==> src/rtl/cronometro_pkg.sv <==
`default_nettype none
// +----------------------------------------------------------------------------+
// | cronometro_pkg: shared types, digit map, limits and segment codes           |
// | Revision: 1.0                                                               |
// +----------------------------------------------------------------------------+
package cronometro_pkg;

  typedef enum logic [1:0] {
    IDLE  = 2'd0,
    RUN   = 2'd1,
    PAUSE = 2'd2
  } state_t;

  localparam int N_DIGITS = 8;
  localparam int D_CC0 = 0;
  localparam int D_CC1 = 1;
  localparam int D_SS0 = 2;
  localparam int D_SS1 = 3;
  localparam int D_MM0 = 4;
  localparam int D_MM1 = 5;
  localparam int D_HH0 = 6;
  localparam int D_HH1 = 7;

  localparam int LIM_CC = 99;
  localparam int LIM_SS = 59;
  localparam int LIM_MM = 59;
  localparam int LIM_HH = 99;

  localparam logic [6:0] SEG_0   = 7'h40;
  localparam logic [6:0] SEG_1   = 7'h79;
  localparam logic [6:0] SEG_2   = 7'h24;
  localparam logic [6:0] SEG_3   = 7'h30;
  localparam logic [6:0] SEG_4   = 7'h19;
  localparam logic [6:0] SEG_5   = 7'h12;
  localparam logic [6:0] SEG_6   = 7'h02;
  localparam logic [6:0] SEG_7   = 7'h78;
  localparam logic [6:0] SEG_8   = 7'h00;
  localparam logic [6:0] SEG_9   = 7'h10;
  localparam logic [6:0] SEG_OFF = 7'h7F;

  // Even digits are units (limit % 10), odd digits are tens (limit / 10).
  function automatic logic [3:0] digit_max(input int d);
    int lim;
    case (d)
      D_CC0, D_CC1: lim = LIM_CC;
      D_SS0, D_SS1: lim = LIM_SS;
      D_MM0, D_MM1: lim = LIM_MM;
      default:      lim = LIM_HH;
    endcase
    return ((d % 2) == 0) ? 4'(lim % 10) : 4'(lim / 10);
  endfunction

  // Returns {carry_out, next_digits}; carry_out flags the full rollover.
  function automatic logic [32:0] bcd_increment(input logic [31:0] cur);
    logic [31:0] nxt;
    logic        carry;
    nxt   = cur;
    carry = 1'b1;
    for (int d = 0; d < N_DIGITS; d++) begin
      if (carry) begin
        if (cur[4*d +: 4] == digit_max(d)) begin
          nxt[4*d +: 4] = 4'd0;
        end else begin
          nxt[4*d +: 4] = cur[4*d +: 4] + 4'd1;
          carry         = 1'b0;
        end
      end
    end
    return {carry, nxt};
  endfunction

endpackage : cronometro_pkg
`default_nettype wire

==> src/rtl/seg7_dec.sv <==
`default_nettype none
// +----------------------------------------------------------------------------+
// | seg7_dec: BCD digit to active-low 7-segment code {g,f,e,d,c,b,a}            |
// | Revision: 1.0                                                               |
// +----------------------------------------------------------------------------+
module seg7_dec
  import cronometro_pkg::*;
(
  input  logic [3:0] i_bcd,
  output logic [6:0] o_seg
);

  always_comb begin
    o_seg = SEG_OFF;
    case (i_bcd)
      4'd0:    o_seg = SEG_0;
      4'd1:    o_seg = SEG_1;
      4'd2:    o_seg = SEG_2;
      4'd3:    o_seg = SEG_3;
      4'd4:    o_seg = SEG_4;
      4'd5:    o_seg = SEG_5;
      4'd6:    o_seg = SEG_6;
      4'd7:    o_seg = SEG_7;
      4'd8:    o_seg = SEG_8;
      4'd9:    o_seg = SEG_9;
      default: o_seg = SEG_OFF;
    endcase
  end

endmodule : seg7_dec
`default_nettype wire

==> src/rtl/cronometro_hx.sv <==
`default_nettype none
// +----------------------------------------------------------------------------+
// | cronometro_hx: HH:MM:SS.CC stopwatch with start/stop/clear and 8x7 segments |
// | Revision: 1.0                                                               |
// +----------------------------------------------------------------------------+
module cronometro_hx
  import cronometro_pkg::*;
#(
  parameter int TICK_DIV = 500000
) (
  input  logic        clock,
  input  logic        reset,
  input  logic        btn_start_stop,
  input  logic        btn_clear,
  output logic [55:0] hx,
  output logic [31:0] bcd,
  output logic        running,
  output logic        wrap
);

  localparam int             PW          = $clog2(TICK_DIV + 1);
  localparam logic [PW-1:0]  c_PRESC_MAX = PW'(TICK_DIV - 1);

  logic          r_start_q;
  logic          r_clear_q;
  state_t        r_state;
  state_t        w_state_nxt;
  logic [PW-1:0] r_presc;
  logic [31:0]   r_bcd;
  logic          r_wrap;
  logic [55:0]   r_hx;
  logic [55:0]   w_seg;
  logic [32:0]   w_inc;
  logic          w_start_edge;
  logic          w_clear_edge;
  logic          w_tick;
  logic          w_running;
  logic          w_presc_clr;
  logic          w_presc_run;
  logic          w_digits_clr;

  always_ff @(posedge clock) begin
    if (reset) begin
      r_start_q <= 1'b0;
      r_clear_q <= 1'b0;
    end else begin
      r_start_q <= btn_start_stop;
      r_clear_q <= btn_clear;
    end
  end

  assign w_start_edge = btn_start_stop & ~r_start_q;
  assign w_clear_edge = btn_clear & ~r_clear_q;

  always_ff @(posedge clock) begin
    if (reset) begin
      r_state <= IDLE;
    end else begin
      r_state <= w_state_nxt;
    end
  end

  // In PAUSE a clear edge beats a simultaneous start edge.
  always_comb begin
    w_state_nxt = r_state;
    case (r_state)
      IDLE:    if (w_start_edge) w_state_nxt = RUN;
      RUN:     if (w_start_edge) w_state_nxt = PAUSE;
      PAUSE: begin
        if (w_clear_edge)      w_state_nxt = IDLE;
        else if (w_start_edge) w_state_nxt = RUN;
      end
      default: w_state_nxt = IDLE;
    endcase
  end

  always_comb begin
    w_running    = (r_state == RUN);
    w_digits_clr = (r_state == PAUSE) && w_clear_edge;
    w_presc_clr  = ((r_state == IDLE) && w_start_edge) || w_digits_clr;
    w_presc_run  = (r_state == RUN) && !w_start_edge;
  end

  assign w_tick = (r_state == RUN) && (r_presc == c_PRESC_MAX);

  // A pausing edge freezes the prescaler unless it coincides with a tick.
  always_ff @(posedge clock) begin
    if (reset) begin
      r_presc <= '0;
    end else if (w_presc_clr || w_tick) begin
      r_presc <= '0;
    end else if (w_presc_run) begin
      r_presc <= r_presc + PW'(1);
    end
  end

  assign w_inc = bcd_increment(r_bcd);

  always_ff @(posedge clock) begin
    if (reset) begin
      r_bcd  <= '0;
      r_wrap <= 1'b0;
    end else begin
      r_wrap <= w_tick & w_inc[32];
      if (w_digits_clr) begin
        r_bcd <= '0;
      end else if (w_tick) begin
        r_bcd <= w_inc[31:0];
      end
    end
  end

  for (genvar d = 0; d < N_DIGITS; d++) begin : g_dec
    seg7_dec u_dec (
      .i_bcd (r_bcd[4*d +: 4]),
      .o_seg (w_seg[7*d +: 7])
    );
  end

  always_ff @(posedge clock) begin
    if (reset) begin
      r_hx <= {N_DIGITS{SEG_0}};
    end else begin
      r_hx <= w_seg;
    end
  end

  assign hx      = r_hx;
  assign bcd     = r_bcd;
  assign running = w_running;
  assign wrap    = r_wrap;

endmodule : cronometro_hx
`default_nettype wire

==> config.mk <==
export PLATFORM = sky130hd
export DESIGN_NAME = cronometro_hx
export DESIGN_NICKNAME = d
export VERILOG_FILES = /design/src/rtl/cronometro_pkg.sv /design/src/rtl/seg7_dec.sv /design/src/rtl/cronometro_hx.sv
export SDC_FILE = /design/constraint.sdc
export NUM_CORES = 1
export LEC_CHECK = 0
export ABC_AREA = 1
export CORE_MARGIN = 2
export CORE_UTILIZATION = 54
export DETAILED_ROUTE_END_ITERATION = 6
export PLACE_DENSITY = 0.8
export SYNTH_ARGS = -nofsm -noshare
export SYNTH_HDL_FRONTEND = slang
export SYNTH_SLANG_ARGS = --single-unit
==> constraint.sdc <==
create_clock -name clock -period 2.5 [get_ports clock]
set_clock_uncertainty 0.1 [all_clocks]
set_input_delay 0.625 -clock clock [delete_from_list [all_inputs] [get_ports clock]]
set_output_delay 0.625 -clock clock [all_outputs]
set_load 0.01 [all_outputs]
======== Word level (Yosys, flattened, before mapping) ========
Memory sizes are Yosys's and may differ from the RTL's. A register that Yosys moved wholly into a read port is not among the register bits.
Cells that the tools add are included.
operators by class
  $add $sub $neg .......................... 9
  eq/ne operators ......................... 12
  div/mod/pow operators ................... 7
  reduce and logical (&&, ||, !) cells .... 17
  mux-type cells .......................... 34
  bitwise operators ....................... 5
operators with widths
  cell                                                                number
  32-bit two-way mux                                                  7
  32-bit by 5-bit divider with 32-bit output (second input constant)  4
  32-bit by 5-bit modulo with 32-bit output (second input constant)   3
  4-bit by 1-bit adder with 4-bit output (second input constant)      8
  4-bit two-way mux                                                   8
  4-bit == test                                                       7
  19-bit by 1-bit adder with 19-bit output (second input constant)    1
  19-bit == test (second input constant)                              1
  1-bit two-way mux                                                   15
  2-bit AND reduction                                                 7
  2-bit two-way mux                                                   3
  2-bit case mux with 3 select lines                                  1
  4-bit == test (second input constant)                               1
  1-bit logical AND                                                   4
  2-bit OR reduction                                                  2
  1-bit AND                                                           3
  2-bit by 1-bit == test with 1-bit output (second input constant)    1
  2-bit == test (second input constant)                               1
  2-bit logical NOT                                                   1
  1-bit logical OR                                                    2
  2-bit by 1-bit != test with 1-bit output (second input constant)    1
  1-bit NOT                                                           2
  1-bit logical NOT                                                   1
storage, ports and cells
  memories kept ........................... 8
  flip-flop bits (word level) ............. 56
  output and inout bits ................... 90
  memory bits (read-only) ................. 896
  bits of input ports ..................... 4
memories
  memory           depth  bits a word  rd ports  clocked after memory_dff  wr ports  RTL line        source
  (no name shown)  16     7            1         1                         0         seg7_dec.sv:15  case (i_bcd)
  (no name shown)  16     7            1         1                         0         seg7_dec.sv:15
  (no name shown)  16     7            1         1                         0         seg7_dec.sv:15
  (no name shown)  16     7            1         1                         0         seg7_dec.sv:15
  (no name shown)  16     7            1         1                         0         seg7_dec.sv:15
  (no name shown)  16     7            1         1                         0         seg7_dec.sv:15
  2 more memories  -      -            -         -                         -         -

======== Longest topological paths before layout ========
Gate-level depths: netlist (run 1).
  depth after elaboration ................. 38
  mapped depth ............................ 12
  mapped depth without buffers ............ 12

======== By module ========
A second synthesis (run 1) with hierarchy kept.
unflattened totals
  cell total of the unflattened synthesis .. 894
  area, all modules ....................... 6084.6 sq um
modules (own cells, without submodules)
  module         seq. area each (sq um)  cells each  times used  area each (sq um)
  cronometro_hx  2242.2                  614         1           4583.1
  seg7_dec       0.0                     35          8           187.7

======== Worst setup path after synthesis (run 1) ========
OpenSTA, ideal clock, no wires.
  path type ............................... flip-flop to flip-flop
  from .................................... reg r_bcd[9] (netlist: bcd[9])
  to ...................................... reg r_bcd[18] (netlist: bcd[18])
  stages on the path, launching flop included .. 12
  arrival time ............................ 1.556 ns
  period minus slack after synthesis ...... 1.774 ns
  slack ................................... 0.726 ns
  data required time ...................... 2.282 ns
  cell sequence ........................... dfxtp_1 -> inv_1 -> ha_1 -> nand3_4 -> nor2_4 -> nand3_4 -> nor2_4 -> nand2_2 -> nand2_2 -> inv_1 -> nand2_1 -> nor2_1
between the ends
  cells in the longest elaborated chain, start to end .. 5
ends and longest elaborated chain
  item                            RTL line              source
  start: declaration              cronometro_hx.sv:29   logic [31:0] r_bcd;
  start signal: assignment        cronometro_hx.sv:108  r_bcd <= w_inc[31:0];
  4-bit == test                   cronometro_pkg.sv:61  if (cur[4*d +: 4] == digit_max(d)) begin
  1-bit two-way mux               cronometro_pkg.sv:61
  1-bit two-way mux (2 in a row)  cronometro_pkg.sv:60  if (carry) begin
  2-bit AND reduction (no line)   -
Every way passes these cells.
A chain may end at the register's enable or synchronous reset.

======== Worst setup path in the final report (run 1) ========
  from .................................... reg r_bcd[22] (netlist: bcd[22])
  to ...................................... out bcd[22]
RTL lines
  item              RTL line             source
  end: declaration  cronometro_hx.sv:16  output logic [31:0] bcd,
No word-level cell between the ends.

==> key figures, run 1 <==
Run status
  – Status: complete, no violations

Setup path
  – Levels on crit path: 1
  – Reg2Reg Depth: 11
  – Crit path capture type: output pin
  – Worst Path Buf+Inv: 1
  – Critical path class: register to output pin
  – Critical Path AT: 1.61 ns
  – Slowest stage delay, CP: 0.63 ns
  – Flop2flop setup slack: 0.52 ns
  – Worst-path fanout max: 13
  – CP max-delay cell: clkdlybuf4s50_1
  – CP Cell Sequence: clkdlybuf4s50_1
  – Critical path origin: bcd[22]
  – Crit path launch type: register
  – Worst setup endpoint: bcd[22]
  – CP Data Required Time: 1.77 ns
  – Reg-to-Reg Start: bcd[9]
  – Crit path max-delay family: buffers and inverters
  – Worst R2R End: bcd[18]

Clock network
  – Clock Latency Late Sink: 0.39 ns
  – Post-CTS setup buffer count: 0
  – Root buffer cell: clkbuf_8
  – CTS max path bufs: 2
  – Clock sinks: 112
  – Hold-fix buffers, CTS: 0
  – Htree depth: 3
  – CTS tree: built
  – Reg clk slew, reported paths: 0.10 ns
  – Num CTS Buffers: 9
  – Post-cts sizing count: 0

Route
  – Initial DRC Count: 211
  – Top layer in use: met4
  – Drt pass-1 iters: 5
  – DR WL met3: 618 µm
  – WL final: 12400 µm
  – Wire length per cell: 12.9 µm
  – DR WL met2: 5820 µm
  – Via/cell ratio: 5.21
  – # DRC: 0
  – ANT nets after route: 0
  – Via count: 5040
  – Post-Route M1 WL: 5680 µm

Logic synthesis
  – Seq/Total Area, Yosys: 40.0%
  – Netlist cell types: 38
  – #FFs+latches synth: 112
  – Post-Syn Area: 5600 µm²
  – Post-Syn Area per Cell: 7.64 µm²
  – Synth warn: 0
  – Synthesized Nets: 778
  – Mapped Cells: 733

Die
  – Die area: 11200 µm²
  – I/O pin cnt: 94
  – DIE WIDTH: 106 µm
  – # rows: 37
  – Die height: 106 µm
  – Core area: 10200 µm²
  – Initial Utilization: 55.0%

STA
  – Final count of negative-setup-slack endpoints: 0
  – Minimum clock period: 2.33 ns
  – Setup TNS: 0 ns
  – Worst slew pin tran: 0.645 ns
  – Slew headroom: 56.6%
  – RSZ-0062 raised after global routing: no
  – Final worst path period share: 93.3%
  – Min Hold Slack: 0.410 ns
  – Max Slew Vio Count: 0
  – Final Hold Viols: 0
  – Max Clk Rate: 0.429 GHz

Finish
  – Layout cell share with drive strength beyond 1: 9.38%
  – Final #Nets: 872
  – Area delta synth->final: 23.3%
  – Antenna cells: 0
  – Final Core Density: 67.8%

Job
  – Max Cap Viol: 0

GRT
  – Vias in the first global route: 4812
  – First-pass GRT wire length: 21600 µm
  – Initial antenna violation count: 0
  – GRT Total Usage: 23.4%
  – Largest net degree at the start of global routing: 44
  – GRT overflow: 0

Placement
  – Hpwl dp: 9350 µm
  – Port Buffer Count: 93
  – Global placer's final weighted congestion: 0.914

Pwr
  – Flop pwr share: 57.9%
  – Pleak: 2.70 nW
  – Sw frac: 22.1%
  – PD cells: 448 nW/µm²
  – Clk pwr share: 39.1%
  – Logic pwr share: 3.0%
  – Internal Power: 2.41 mW
  – VDD IR max: 0.346 mV
  – Switching power total: 685 µW

Worst hold path
  – Hold Path Class: register to register
worst min-delay path by stage:
stage | from | endpoint | slack [ns] | depth (start not counted)
detailed placement | r_presc[17] | r_presc[17] | 0.39 | 2
global route | r_presc[17] | r_presc[17] | 0.44 | 2
finish | r_presc[17] | r_presc[17] | 0.41 | 2
CTS | r_presc[17] | r_presc[17] | 0.41 | 2
global placement | r_presc[16] | r_presc[16] | 0.39 | 2
floorplan | r_presc[17] | r_presc[17] | 0.37 | 2
per-layer routing:
metal | GRT usage, % | up-vias
li1 | - | 2588
met2 | 38.4 | 133
met3 | 3.59 | 22
met4 | 11.4 | 0
met5 | 0 | -
met1 | 30.2 | 2297
cells in the final DEF (no fill, tap or decap), drive strengths merged, types with 3 or more instances in the layout:
cell type	n
buf	4
a21oi	72
clkbuf	10
nand2	146
nor3	12
ha	41
nor2	84
clkinv	6
inv	85
xor2	11
nand4	10
clkdlybuf4s50	93
dfxtp	112
nand3b	3
nand3	65
o21ai	38
or2	10
o211ai	14
logic make-up (layout without fill, tap and decap cells):
kind of cell / count (synthesis) / count (layout) / share of synthesized area, %
adder cells (fa/ha/maj): 41 / 41 / 9.16
AND/OR/NAND/NOR: 334 / 334 / 29.1
XOR/XNOR: 13 / 13 / 2.03
flip-flops: 112 / 112 / 40.0
AO/OA/AOI/OAI: 131 / 131 / 12.6
buffers and inverters: 102 / 201 / 6.99
cell usage after synthesis (all sizes together):
master	instances	area (µm²)
nand2	146	576
dfxtp	112	2240
inv	84	315
nor2	84	417
a21oi	72	360
nand3	65	403
ha	41	513
o21ai	38	194
o211ai	14	105
nor3	12	60.1
xor2	11	96.3
nand4	10	62.6
or2	10	62.6
clkbuf	9	33.8
buf	5	25.0
clkinv	4	17.5
nand3b	3	22.5
a211oi	2	15.0
a31oi	2	12.5
xnor2	2	17.5
and2	1	6.26
and3b	1	8.76
nor3b	1	7.51
nor4	1	6.26
o21a	1	7.51
o22ai	1	6.26
o31ai	1	7.51
power groups by stage:
stage	registers, mW	clock network [mW]	logic (mW)
global placement	1.83	0	0.0906
detailed placement	1.83	0	0.0929
CTS	1.79	1.23	0.0933
finish	1.79	1.21	0.0934
floorplan	1.83	0	0.0629
global route	1.79	1.30	0.104
cell type report:
cell class | instances | area, µm²
clock buffer | 10 | 138
clock inverter | 6 | 90.1
fill | 825 | 3280
inverter | 88 | 333
multi-input combinational | 519 | 2970
sequential | 112 | 2240
tap | 136 | 170
timing repair buffer | 97 | 961
state kept, by name (all words and copies together) (netlist names):
register and count:
bcd 32, hx 56, r_clear_q 1, r_presc 19, r_start_q 1, r_state 2
wrap 1
metrics by stage:
stage	power, mW	cell area (µm²)	cells	setup slack [ns]
after floorplan	1.90	5600	733	0.726
after global placement	1.92	6680	952	0.286
after detailed placement	1.93	6680	952	0.193
after CTS	3.12	6910	968	0.189
after global routing	3.20	6910	968	0.103
final	3.09	6910	968	0.167
Power figures use the tool's default switching activity.
==> inputs of run 2 (changes only) <==
Settings changed: CORE_MARGIN 2 to unset, CTS_CLUSTER_SIZE set to 40.
==> key figures, run 2 (same netlist as run 1, synthesis figures left out) <==
STA
  – Slew headroom: 55.8% (-0.81 points)
  – RSZ-0062 raised after global routing: no
  – Max Slew Vio Count: 0 (unchanged)
  – Max Clk Rate: 0.434 GHz (+1.2%)
  – Setup TNS: 0 ns (unchanged)
  – Final worst path period share: 92.2% (-1.1 points)
  – Final Hold Viols: 0 (unchanged)
  – Worst slew pin tran: 0.657 ns (+0.0120 ns)
  – Final count of negative-setup-slack endpoints: 0 (unchanged)
  – Minimum clock period: 2.30 ns (-0.0281 ns)
  – Min Hold Slack: 0.411 ns (+0.00109 ns)

Setup path
  – Worst-path fanout max: 12 (-1)
  – Worst Path Buf+Inv: 1 (unchanged)
  – CP Cell Sequence: clkdlybuf4s50_1
  – Slowest stage delay, CP: 0.63 ns (about the same)
  – CP Data Required Time: 1.77 ns (about the same)
  – Critical Path AT: 1.58 ns (-0.03 ns)
  – Crit path capture type: output pin
  – CP max-delay cell: clkdlybuf4s50_1
  – Crit path launch type: register
  – Critical path class: register to output pin
  – Crit path max-delay family: buffers and inverters

Pwr
  – PD cells: 433 nW/µm² (-3.3%)
  – VDD IR max: 0.281 mV (-19%)
  – Pleak: 2.69 nW (-0.37%)

Finish
  – Final #Nets: 873 (+0.11%)
  – Most common cell after layout, fill and taps aside: nand2_1
  – Area delta synth->final: 22.8%
  – Commonest cells after routing, fill and taps aside: 139 x nand2_1, 112 x dfxtp_1, 93 x clkdlybuf4s50_1, 74 x inv_1, 72 x a21oi_1
  – Fillers: 780 (-5.5%)
  – Max FFs per register: 56 (unchanged)
  – Layout cell share with drive strength beyond 1: 9.24% (-0.13 points)
  – Antenna cells: 0 (unchanged)

Die
  – # rows: 36 (-2.7%)
  – Die height: 104 µm (-1.9%)
  – I/O pin cnt: 94 (unchanged)
  – Die area: 10800 µm² (-3.7%)
  – Initial Utilization: 56.5% (+1.5 points)
  – DIE WIDTH: 104 µm (-1.9%)
  – Core area: 9910 µm² (-2.7%)

Clock network
  – Clock sinks: 112 (unchanged)
  – CTS tree: built
  – Post-cts sizing count: 0 (unchanged)
  – Htree depth: 3 (unchanged)
  – Post-CTS setup buffer count: 0 (unchanged)
  – Reg clk slew, reported paths: 0.10 ns (about the same)
  – Num CTS Buffers: 9 (unchanged)
  – Hold-fix buffers, CTS: 0 (unchanged)
  – CTS max path bufs: 2 (unchanged)
  – Root buffer cell: clkbuf_8
  – Clock Latency Late Sink: 0.37 ns (-0.02 ns)

GRT
  – GRT overflow: 0 (unchanged)
  – Vias in the first global route: 4904 (+1.9%)
  – Met3 usage: 3.90% (+0.31 points)
  – First-pass GRT wire length: 22400 µm (+3.8%)
  – Met1 Usage GRT: 30.8% (+0.62 points)
  – Met2 Use GR: 43.2% (+4.8 points)
  – Most Crowded Layer GR: met2
  – GRT Total Usage: 24.9% (+1.5 points)
  – Largest net degree at the start of global routing: 45 (+2.3%)
  – Initial antenna violation count: 0 (unchanged)

Route
  – Wire length per cell: 13.4 µm (+4.3%)
  – # DRC: 0 (unchanged)
  – Via count: 5109 (+1.4%)
  – WL final: 12900 µm (+4.1%)
  – Initial DRC Count: 197 (-6.6%)
  – Via/cell ratio: 5.29 (+1.6%)
  – Drt pass-1 iters: 4 (-1)
  – ANT nets after route: 0 (unchanged)

Run status
  – Status: complete, no violations

Placement
  – Port Buffer Count: 93 (unchanged)
  – Global placer's final weighted congestion: 0.855 (-6.5%)
  – Hpwl dp: 9780 µm (+4.6%)

Job
  – Max Cap Viol: 0 (unchanged)

Worst hold path
  – Hold Path Class: register to register
## run 2: final cells by class
type | count | area (µm²) | share of cell area, %
flip-flops and latches | 112 | 2240 | 32.6
multi-input cells | 519 | 2970 | 43.2
clock inverters | 5 | 65.1 | 0.946
well taps | 133 | 166 | 2.42
inverters | 88 | 333 | 4.84
repair buffers | 98 | 968 | 14.1
clock buffers | 11 | 131 | 1.91
## run 2: worst paths after layout
| kind | startpoint | end | slack (ns) | cells after the start |
|---|---|---|---|---|
| max | bcd[26] | bcd[26] | 0.20 | 1 |
| min | r_presc[17] | r_presc[17] | 0.41 | 2 |
| max reg2reg | bcd[8] | bcd[18] | 0.45 | 10 |
| min reg2reg | r_presc[17] | r_presc[17] | 0.41 | 2 |
## run 2: layer usage
layer / up-vias / share of wire [%] / wire length, µm
li1: 2591 / - / -
met1: 2353 / 44 / 5700
met2: 144 / 49 / 6350
met3: 21 / 4.7 / 613
met4: 0 / 2.2 / 280
met5: - / 0 / 0
## run 2: metrics by stage
stage	util, %	cell area [µm²]	power (mW)	worst slack, ns	cells
floorplan	-	5600	1.90	0.726	733
finish	69.4	6880	2.98	0.195	966
detailed placement	67.4	6680	1.93	0.195	950
CTS	69.4	6880	2.99	0.191	966
global route	69.4	6880	3.09	0.114	966
global placement	67.4	6680	1.92	0.303	950
## run 2: where the power goes
part	switching (mW)	internal [mW]
Clock	0.621	0.474
Sequential	0.00477	1.79
Combinational	0.0656	0.0282
